### src/rtl/isa_sec_pkg.sv
`default_nettype none
// ============================================================================
//  Module      : isa_sec_pkg
//  Description : Shared types and constants for the ISA sequencer: FSM
//                states, instruction field positions and datapath widths.
//  Revision    : 1.0 - initial release
// ============================================================================
package isa_sec_pkg;

  localparam int INST_W   = 20;
  localparam int SALIDA_W = 32;

  // Instruction field layout: A[19:15] B[14:10] MODO[9] OP[8:6] DIR_RAM[5:1] WE[0]
  localparam int WE_BIT      = 0;
  localparam int DIR_RAM_LSB = 1;
  localparam int DIR_RAM_MSB = 5;
  localparam int OP_LSB      = 6;
  localparam int OP_MSB      = 8;
  localparam int MODO_BIT    = 9;
  localparam int B_LSB       = 10;
  localparam int B_MSB       = 14;
  localparam int A_LSB       = 15;
  localparam int A_MSB       = 19;

  typedef enum logic [1:0] {
    IDLE  = 2'd0,
    SETUP = 2'd1,
    EXEC  = 2'd2,
    CAPT  = 2'd3
  } sec_state_t;

  // Same instruction with the RAM write-enable bit cleared.
  function automatic logic [INST_W-1:0] we_off(input logic [INST_W-1:0] inst);
    logic [INST_W-1:0] r;
    r         = inst;
    r[WE_BIT] = 1'b0;
    return r;
  endfunction

endpackage
`default_nettype wire

### src/rtl/isa_prog_mem.sv
`default_nettype none
// ============================================================================
//  Module      : isa_prog_mem
//  Description : Program store, DEPTH x INST_W, synchronous write and
//                combinational read. Contents are deliberately not reset.
//  Revision    : 1.0 - initial release
// ============================================================================
module isa_prog_mem
  import isa_sec_pkg::*;
#(
  parameter int DEPTH = 16,
  parameter int AW    = 4
) (
  input  logic              clk,
  input  logic              we,
  input  logic [AW-1:0]     wr_addr,
  input  logic [INST_W-1:0] wr_data,
  input  logic [AW-1:0]     rd_addr,
  output logic [INST_W-1:0] rd_data
);

  logic [INST_W-1:0] mem [DEPTH];

  // Write port: one slot per clock when enabled.
  always_ff @(posedge clk) begin
    if (we) begin
      mem[wr_addr] <= wr_data;
    end
  end

  assign rd_data = mem[rd_addr];

endmodule
`default_nettype wire

### src/rtl/isa_secuenciador.sv
`default_nettype none
// ============================================================================
//  Module      : isa_secuenciador
//  Description : Issues a stored program to the combinational ISA datapath
//                one instruction at a time. Each instruction is presented
//                with write-enable low for one settle cycle, with its stored
//                write-enable for HOLD cycles, then with write-enable low
//                again while the captured datapath output is reported.
//  Revision    : 1.0 - initial release
// ============================================================================
module isa_secuenciador
  import isa_sec_pkg::*;
#(
  parameter int DEPTH = 16,
  parameter int AW    = 4,
  parameter int HOLD  = 2
) (
  input  logic                clk,
  input  logic                rst_n,
  input  logic                prog_we,
  input  logic [AW-1:0]       prog_addr,
  input  logic [INST_W-1:0]   prog_data,
  input  logic                start,
  input  logic [AW:0]         count,
  input  logic                abortar,
  output logic [INST_W-1:0]   instruccion,
  input  logic [SALIDA_W-1:0] salida_in,
  output logic [SALIDA_W-1:0] resultado,
  output logic                resultado_valido,
  output logic                ocupado,
  output logic                fin,
  output logic                error
);

  localparam logic [AW:0] DEPTH_C   = (AW+1)'(DEPTH);
  localparam logic [AW:0] ONE_C     = (AW+1)'(1);
  localparam logic [3:0]  HOLD_LAST = 4'(HOLD - 1);

  sec_state_t        state;
  logic [AW-1:0]     pc;
  logic [AW-1:0]     last_pc;
  logic [3:0]        hold_cnt;
  logic [INST_W-1:0] mem_rd;
  logic [INST_W-1:0] idle_inst;
  logic              mem_we;

  // Programming is only accepted while no run is in progress.
  assign mem_we = prog_we && (state == IDLE);

  isa_prog_mem #(
    .DEPTH (DEPTH),
    .AW    (AW)
  ) u_prog_mem (
    .clk     (clk),
    .we      (mem_we),
    .wr_addr (prog_addr),
    .wr_data (prog_data),
    .rd_addr (pc),
    .rd_data (mem_rd)
  );

  // Instruction mux: the stored write-enable reaches the datapath only in
  // EXEC, where state and pc are both stable, so field changes never race it.
  always_comb begin
    instruccion = idle_inst;
    case (state)
      SETUP:   instruccion = we_off(mem_rd);
      EXEC:    instruccion = mem_rd;
      CAPT:    instruccion = we_off(mem_rd);
      default: instruccion = idle_inst;
    endcase
  end

  // Sequencer FSM with registered status outputs.
  always_ff @(posedge clk or negedge rst_n) begin
    if (!rst_n) begin
      state            <= IDLE;
      pc               <= '0;
      last_pc          <= '0;
      hold_cnt         <= '0;
      idle_inst        <= '0;
      resultado        <= '0;
      resultado_valido <= 1'b0;
      ocupado          <= 1'b0;
      fin              <= 1'b0;
      error            <= 1'b0;
    end else begin
      resultado_valido <= 1'b0;
      fin              <= 1'b0;
      error            <= 1'b0;

      // Keep what IDLE shows after a run or abort: last fields, WE low.
      if (state != IDLE) begin
        idle_inst <= we_off(mem_rd);
      end

      case (state)
        IDLE: begin
          if (start) begin
            if (count == '0) begin
              fin <= 1'b1;
            end else if (count > DEPTH_C) begin
              error <= 1'b1;
            end else begin
              last_pc  <= AW'(count - ONE_C);
              pc       <= '0;
              hold_cnt <= '0;
              ocupado  <= 1'b1;
              state    <= SETUP;
            end
          end
        end

        SETUP: begin
          if (abortar) begin
            ocupado <= 1'b0;
            state   <= IDLE;
          end else begin
            hold_cnt <= '0;
            state    <= EXEC;
          end
        end

        EXEC: begin
          if (abortar) begin
            ocupado <= 1'b0;
            state   <= IDLE;
          end else if (hold_cnt == HOLD_LAST) begin
            resultado        <= salida_in;
            resultado_valido <= 1'b1;
            fin              <= (pc == last_pc);
            state            <= CAPT;
          end else begin
            hold_cnt <= hold_cnt + 4'd1;
          end
        end

        CAPT: begin
          if (abortar || (pc == last_pc)) begin
            ocupado <= 1'b0;
            state   <= IDLE;
          end else begin
            pc    <= pc + AW'(1);
            state <= SETUP;
          end
        end

        default: begin
          ocupado <= 1'b0;
          state   <= IDLE;
        end
      endcase
    end
  end

endmodule
`default_nettype wire

### config.mk
export PLATFORM = sky130hd
export DESIGN_NAME = isa_secuenciador
export DESIGN_NICKNAME = d
export VERILOG_FILES = /design/src/rtl/isa_sec_pkg.sv /design/src/rtl/isa_prog_mem.sv /design/src/rtl/isa_secuenciador.sv
export SDC_FILE = /design/constraint.sdc
export NUM_CORES = 1
export LEC_CHECK = 0
export CAP_MARGIN = 20
export CORE_ASPECT_RATIO = 1.2
export CORE_MARGIN = 8
export CORE_UTILIZATION = 40
export CTS_CLUSTER_DIAMETER = 80
export CTS_CLUSTER_SIZE = 8
export DETAILED_ROUTE_END_ITERATION = 6
export DONT_BUFFER_PORTS = 1
export SLEW_MARGIN = 20
export SYNTH_ARGS = -nofsm -noshare
export SYNTH_HDL_FRONTEND = slang
export SYNTH_SLANG_ARGS = --single-unit
### constraint.sdc
create_clock -name clk -period 3.2 [get_ports clk]
set_input_delay 0.16 -clock clk [delete_from_list [all_inputs] [get_ports clk]]
set_output_delay 0.16 -clock clk [all_outputs]
set_load 0.01 [all_outputs]
==> flow_summary.yaml <==
clock_tree:
  cts_root_buf: "clkbuf_16"
  clock_sinks: 389
  cts_tree: "done"
  insertion_delay_ns: 0.59
  cts_made_buffers: 55
  clk_pin_slew_ns: 0.05
  cts_buffer_depth: 3
  cts.htree.levels: 2
sta:
  finalClockSkew_ns: 0.03081
  hold_viol: 0
  setup_violations: 0
  fmax_ghz: 0.3296
  worst_pin_slew_ns: 0.8023
  grt_setup_unrepaired: "no"
  slew_viol_final: 0
  tns_ns: 0
  period_share_pct: 94.80
  layout_setup_ws_ns: 0.1664
  maxSlewHeadroom_pct: 46.46
  fin_crit_ns: 3.034
routing:
  vias: 9025
  firstDrtPassIters: 6
  wl_per_cell_um: 24.31
  drc_errors: 0
  wl_um: 39960
  postRouteAntennaNets: 0
  viasPerCell: 5.490
  initialDrtViolationCount: 1001
grt:
  grt_pass1_vias: 9377
  grt_pass1_wl_um: 59490
  gr-usage-all-layers_pct: 17.24
  grt.overflow.total: 0
  grt_max_degree: 70
  antenna_found_initial: 0
worst_setup_path:
  end_kind: "output pin"
  crit_fanout: 19
  crit_arrival_ns: 2.87
  crit_type: "reg2out"
  critPathLaunchType: "flip-flop"
  worstPathRequired_ns: 3.04
layout:
  nNetsFinal: 1151
  final_core_util_pct: 49.21
  fin_cells: 1644
  final_common_cell: "edfxtp_1"
  diodes: 0
  drive_gt1_share_pct: 20.84
  layout_common_cells: "320 x edfxtp_1, 119 x mux2i_1, 67 x dlygate4sd3_1"
  layout-area-overhead-vs-synth_pct: 21.68
logic_synthesis:
  synth_warnings: 0
  synth_cells: 935
  synth_nets: 1011
  dominantRegCellSynth: "edfxtp_1"
  synthArstFlopShare_pct: 17.74
  synth_cell_type_count: 52
  synth_edf_count: 320
  ys_ff_latch: 389
  avgSynthCellArea_um2: 16.72
  syn_area_um2: 15630
  seq_area_frac_synth_pct: 72.53
power:
  ir_drop_v: 0.0004473
  power_density_nw_per_um2: 758.6
  leakagePower_nw: 6.454
min_path:
  holdCritPathClass: "in2reg"
place:
  io_buffers: 0
  gp_congestion: 0.7758
  pre_cts_ws_ns: 0.4760
  dp_hpwl_um: 23750
  post-place-cells: 1474
die:
  ioPinCount: 122
  dieArea_um2: 45680
  die_h_um: 232.5
  die_w_um: 196.4
  start_util_pct: 40.44
  rows: 79
  fp.coreArea_um2: 38650
run_status:
  status: "complete, no violations"
run:
  max-cap-violations: 0
-- layer usage --
| layer | share of wire, % | vias up | global-route usage [%] |
|---|---|---|---|
| li1 | - | 3989 | - |
| met1 | 41 | 4530 | 22.85 |
| met2 | 47 | 436 | 27.63 |
| met3 | 10 | 70 | 4.105 |
| met4 | 2.3 | 0 | 5.691 |
| met5 | 0 | - | 0 |
-- layout make-up --
class	count	area (um2)
tap	526	658.1
sequential	389	11340
timing repair buffer	135	1313
fill	3168	19630
clock buffer	95	1526
inverter	10	37.54
multi-input combinational	484	4069
clock inverter	5	68.82
-- flip-flops by register name (all words and copies together), names as in the netlist, 2 cells and up --
register and count:
hold_cnt 4, idle_inst 19, last_pc 4, pc 4, resultado 32, state 2
u_prog_mem.mem 320
-- worst max-delay path, cell delays in order (launching register included) --
cell and delay, ns:
dfrtp_1 0.42, inv_1 0.10, ha_1 0.29, nor3_1 0.11
or2_2 0.56, o311ai_0 0.59, buf_4 0.22
-- cells in the mapped netlist (all sizes together), types with 3 or more instances --
cell type,number,area [um2]
nand3,30,150.1
clkbuf,24,90.09
a222oi,19,190.2
ha,10,125.1
mux4,11,247.7
edfxtp,320,9609
o311ai,26,227.7
nor3,6,30.03
o21ai,39,195.2
dfrtp,69,1727
and3,3,20.02
a221oi,6,52.55
a32oi,6,52.55
a21oi,21,105.1
nor2b,5,31.28
nand2,40,150.1
xnor2,6,52.55
mux2,60,679.4
mux2i,119,1191
buf,28,175.2
a22oi,13,97.59
a211o,3,28.78
nand2b,15,93.84
nor2,24,92.59
inv,9,33.78
-- final timing paths --
check | startpoint | end | slack [ns] | cells past startpoint
max | state[0]$_DFFE_PN0P_ | instruccion[11] | 0.17 | 6
min | count[3] | error$_DFF_PN0_ | 0.03 | 4
max reg2reg | state[1]$_DFFE_PN0P_ | fin$_DFF_PN0_ | 0.37 | 7
min reg2reg | idle_inst[15]$_DFFE_PN0N_ | idle_inst[15]$_DFFE_PN0N_ | 0.50 | 2
max in group asynchronous | rst_n | idle_inst[6]$_DFFE_PN0N_ | 2.68 | 2
min in group asynchronous | rst_n | idle_inst[19]$_DFFE_PN0N_ | 0.17 | 2
-- cells by family after synthesis --
group                    after synthesis  synth area share (%)
AO/OA/AOI/OAI                        141                 6.517
XOR/XNOR                               6                0.3362
adder cells (fa/ha/maj)               10                0.8006
buffers and inverters                 62                 1.937
flip-flops                           389                 72.53
multiplexers                         190                 13.55
AND/OR/NAND/NOR                      137                 4.323
-- metrics by stage --
step	hold slack, ns	power [mW]	area, um2
floorplan	-0.1356	8.014	15640
global placement	-0.1333	8.956	16660
detailed placement	-0.1334	9.006	16660
CTS	0.009861	14.50	18960
global route	0.06881	15.04	19020
finish	0.02826	14.43	19020
-- report_power, final --
part,internal [mW],switching [mW],leakage [nW]
Clock,3.21,2.11,0.753
Combinational,1.16,1.67,1.92
Sequential,5.93,0.339,3.79
Total,10.3,4.12,6.45
-- timing repair --
action,CTS,global route
pin swaps,0,0
resized for setup,2,3
buffers inserted,0,2
endpoints found under the setup margin,18,17
hold buffers,68,0
hold endpoints to repair,490,0
Power figures use the tool's default switching activity.
